`config.mk`:
```
export PLATFORM = sky130hd
export DESIGN_NAME = bidirectional_piso_serializer
export DESIGN_NICKNAME = d
export VERILOG_FILES = /design/src/rtl/bidirectional_piso_serializer_pkg.sv /design/src/rtl/bidirectional_piso_serializer.sv
export SDC_FILE = /design/constraint.sdc
export NUM_CORES = 1
export LEC_CHECK = 0
export CELL_PAD_IN_SITES_DETAIL_PLACEMENT = 1
export CELL_PAD_IN_SITES_GLOBAL_PLACEMENT = 1
export CORE_MARGIN = 1
export CORE_UTILIZATION = 30
export DETAILED_ROUTE_END_ITERATION = 10
export PLACE_DENSITY = 0.71
export SLEW_MARGIN = 20
export SYNTH_ARGS = -nofsm -noshare
export SYNTH_HDL_FRONTEND = slang
export SYNTH_SLANG_ARGS = --single-unit
```
`constraint.sdc`:
```
create_clock -name clk -period 1.3 [get_ports clk]
set_input_delay 0.13 -clock clk [delete_from_list [all_inputs] [get_ports clk]]
set_output_delay 0.13 -clock clk [all_outputs]
set_load 0.02 [all_outputs]
```
`src/rtl/bidirectional_piso_serializer_pkg.sv`:
```
// Shared definitions for the bidirectional PISO serializer and its
// receiver-side counterpart (the bidirectional serial-in shift register).
//   state_e       : two-state transmit FSM encoding
//   DIR_*         : bit-order select values carried on the dir input
package bidirectional_piso_serializer_pkg;

  typedef enum logic {
    IDLE  = 1'b0,
    SHIFT = 1'b1
  } state_e;

  localparam logic DIR_MSB_FIRST = 1'b0;  // shift left, shreg[N-1] on the wire
  localparam logic DIR_LSB_FIRST = 1'b1;  // shift right, shreg[0] on the wire

endpackage

```
`src/rtl/bidirectional_piso_serializer.sv`:
```
// Parallel-in, serial-out transmitter with per-word selectable bit order.
// Ports:
//   clk, rst         : clock, asynchronous active-low reset
//   load_valid/ready : parallel word handshake (accept = valid && ready)
//   load_data, dir   : word and bit order, sampled only on accept
//   so, so_valid     : serial bit and its qualifier
//   so_last          : marks the final bit of the word
//   busy             : a word is being shifted
module bidirectional_piso_serializer
  import bidirectional_piso_serializer_pkg::*;
#(
  parameter int N = 4
) (
  input  logic         clk,
  input  logic         rst,
  input  logic         load_valid,
  output logic         load_ready,
  input  logic [N-1:0] load_data,
  input  logic         dir,
  output logic         so,
  output logic         so_valid,
  output logic         so_last,
  output logic         busy
);

  localparam int CNT_W = $clog2(N);
  localparam logic [CNT_W-1:0] CNT_MAX = CNT_W'(N - 1);

  state_e         state_q, state_d;
  logic [N-1:0]   shreg_q, shreg_d;
  logic           dir_q, dir_d;
  logic [CNT_W-1:0] cnt_q, cnt_d;

  logic last_bit;
  logic accept;

  assign last_bit   = (state_q == SHIFT) && (cnt_q == CNT_MAX);
  // Ready on the last bit as well, so a new word can follow with no gap.
  assign load_ready = (state_q == IDLE) || last_bit;
  assign accept     = load_valid && load_ready;

  always_comb begin
    state_d = state_q;
    shreg_d = shreg_q;
    dir_d   = dir_q;
    cnt_d   = cnt_q;
    if (accept) begin
      state_d = SHIFT;
      shreg_d = load_data;
      dir_d   = dir;
      cnt_d   = '0;
    end else if (state_q == SHIFT) begin
      if (last_bit) begin
        state_d = IDLE;
        shreg_d = '0;
        cnt_d   = '0;
      end else begin
        shreg_d = (dir_q == DIR_LSB_FIRST) ? {1'b0, shreg_q[N-1:1]}
                                           : {shreg_q[N-2:0], 1'b0};
        cnt_d   = cnt_q + CNT_W'(1);
      end
    end
  end

  always_ff @(posedge clk or negedge rst) begin
    if (!rst) begin
      state_q <= IDLE;
      shreg_q <= '0;
      dir_q   <= DIR_MSB_FIRST;
      cnt_q   <= '0;
    end else begin
      state_q <= state_d;
      shreg_q <= shreg_d;
      dir_q   <= dir_d;
      cnt_q   <= cnt_d;
    end
  end

  assign busy     = (state_q == SHIFT);
  assign so_valid = busy;
  assign so_last  = last_bit;
  assign so       = busy && ((dir_q == DIR_LSB_FIRST) ? shreg_q[0] : shreg_q[N-1]);

endmodule

```
==> results of run 1 <==
[cell families after synthesis]
logic type               count (synthesis)
adder cells (fa/ha/maj)                  2
AND/OR/NAND/NOR                         11
AO/OA/AOI/OAI                           10
multiplexers                             5
buffers and inverters                    5
flip-flops                               8
[state kept, by name, indices dropped and copies added, names as in the netlist]
signal   cells
shreg_q      4
busy         1
cnt_q        2
dir_q        1
[layer usage]
metal | track usage [%] | vias to the layer above | share of wire [%]
met5 | 0 | - | 0
met3 | 1.63 | 2 | 3.3
met4 | 10.0 | 0 | 1.6
met2 | 27.8 | 11 | 51
met1 | 22.5 | 208 | 44
li1 | - | 196 | -
[through the flow]
step	utilization (%)	setup TNS, ns	worst slack (ns)
after floorplan	-	0	0.00234
after global placement	46.4	-0.259	-0.0837
after detailed placement	46.4	-0.376	-0.129
after CTS	51.1	-0.143	-0.0765
after global routing	52.9	-0.153	-0.0581
final	52.9	-0.0414	-0.0215
[how the worst max path moves through the flow]
stage	start	to	slack [ns]	depth (start not counted)
2_1_floorplan	cnt_q[0]$_DFFE_PN0P_	dir_q$_DFFE_PN0P_	0.002	5
3_3_place_gp	cnt_q[0]$_DFFE_PN0P_	load_ready	-0.08	3
3_5_place_dp	cnt_q[0]$_DFFE_PN0P_	so_last	-0.13	3
4_1_cts	cnt_q[1]$_DFFE_PN0P_	so_last	-0.08	4
5_1_grt	cnt_q[1]$_DFFE_PN0P_	dir_q$_DFFE_PN0P_	-0.06	5
6_report	cnt_q[1]$_DFFE_PN0P_	dir_q$_DFFE_PN0P_	-0.02	5
[layout make-up]
cell class                 count  area (µm²)
multi-input combinational     28         239
sequential                     8         201
timing repair buffer          26         229
clock buffer                   3        22.5
fill                         152         636
tap                           15        18.8
inverter                       1        3.75
[repair_timing]
action / in CTS / in global routing
pin swaps: 2 / 5
setup endpoints to repair: 9 / 9
setup buffers: 5 / 0
gates cloned: 0 / 0
resized for setup: 15 / 12
[cell usage in the layout, fill, tap and decap left out, types with 3 or more instances in the layout]
cell type        count
a32oi_1              4
buf_6                5
buf_4               10
mux2i_1              4
clkdlybuf4s50_1      7
o21ai_1              5
dfrtp_1              7
clkbuf_4             3
[critical path, delay by kind of cell (launching register included)]
| kind | cells | cell delay, ns |
|---|---|---|
| buffers and inverters | 1 | 0.13 |
| and+or+nand+nor | 2 | 0.20 |
| DFF | 1 | 0.40 |
| muxes | 1 | 0.28 |
| adders and majority gates | 1 | 0.20 |
[where the power goes]
group          total [mW]  internal (mW)  switching (mW)
Combinational        1.09          0.593           0.492
Clock               0.199          0.106          0.0925
Sequential          0.451          0.360          0.0914
==> flow_summary.ini, run 1 <==
[worst_setup_path]
crit_arrival_ns = 1.46
worstReg2RegStart = cnt_q[1]$_DFFE_PN0P_
worstPathRequired_ns = 1.44
r2r-end = dir_q$_DFFE_PN0P_
reg2regPathDepth = 5
critPathSlowestCell = dfrtp_1
worst-setup-path-type = reg2reg
r2r_setup_slack_ns = -0.02
critPathMaxFanout = 7
critPathLaunchType = flop
slowest_delay_ns = 0.40
crit_chain = ha_2, nand2b_4, buf_6, nand2_4, mux2_4
critPathCaptureType = flop

[floorplanning]
die_y_um = 40.6
io_pins = 13
rows = 13
dieArea_um2 = 1650
die_w_um = 40.6
core_area_um2 = 1350
start_util_pct = 33.2

[sta]
slew_headroom_pct = 73.6
clock_skew_ns = 0.00207
tightest_slew_ns = 0.395
hold_viol = 0
fmax_mhz = 757
min_period_over_period_pct = 102
rsz0062_at_grt = yes
period_needed_ns = 1.32
drv_slew = 0
setup_ws_ns = -0.0215
setup_viol = 2
hold-worst-slack_ns = 0.164

[cts]
clk_pin_slew_ns = 0.06
cts_tree = built
clk_path_buf_depth = 2
numCtsBuffers = 3
clock-root-buffer = clkbuf_4
clkLatencyLatePin_ns = 0.25
clkSinkCount = 8
h-tree-depth = 1
hold_buffers = 0

[synthesis]
synth-simple-area-share_pct = 14.0
synthXorXnorAreaFrac_pct = 0
synth_top_cells_by_area = dfrtp_1 45%, mux2i_1 8.9%, a32oi_1 7.8%
syn_inst = 41
synth_flop_cell = dfrtp_1
synth_most_common_cell = dfrtp_1
synth_seq_cells = 8
netlist_top_cells_count = 8 x dfrtp_1, 4 x a32oi_1, 4 x mux2i_1, 4 x o21ai_1, 3 x nand2_1
synth_compound_area_share_pct = 14.8
synth-adder-area-share_pct = 5.59
syn_nets = 51
synth_top_family_by_area = compound AO/OA/AOI/OAI gates
async_flop_share_pct = 100
synth_top_area_cell = dfrtp_1
synth-edff-count = 0
synth_cell_types = 20
syn_area_um2 = 448
avgSynthCellArea_um2 = 10.9
synth_top_area_share_pct = 44.7
synthMuxAreaShare_pct = 12.3
yosys_warnings = 0
yosysSeqAreaShare_pct = 44.7

[route]
drc = 0
vias = 417
first_iter_violations = 10
viasPerCell = 5.15
ant_nets = 0
wl_per_cell_um = 14.8
routed_wl_mm = 1.20
firstDrtPassIters = 4

[global_route]
grt-ovfl-total = 0
grt_use_total_pct = 17.3
grt_max_degree = 9
grt_pass1_wl_mm = 1.77
antenna_found_initial = 0
grt_pass1_vias = 399

[finish]
fin_nets = 78
layout.cells.non_filler = 81
antenna_cells = 0
syn_to_final_growth_pct = 59.5
drive_gt1_share_pct = 42.4
stdcell_area_um2 = 714

[min_path]
hold_path_class = in2async

[placed_design]
numPortBuffers = 12
dp_hpwl_um = 827
place_inst = 73
place_congestion = 0.751
dpl_cell_area_um2 = 627

[power_and_ir_drop]
p_total_mw = 1.74
ir_drop_uv = 1100
p_leak_nw = 0.335
powerDensity_nw_per_um2 = 2430

[run_status]
violations = setup timing
status = finished with violations

[flow_run]
cap_violations = 0
Note: power is estimated with default switching activity, not from simulation.
==> inputs of run 2 (changes only) <==
Settings changed: CORE_MARGIN 1 to not set.
==> results of run 2 <==
Same layout as run 1: the final DEF is identical, and so are final timing and power.
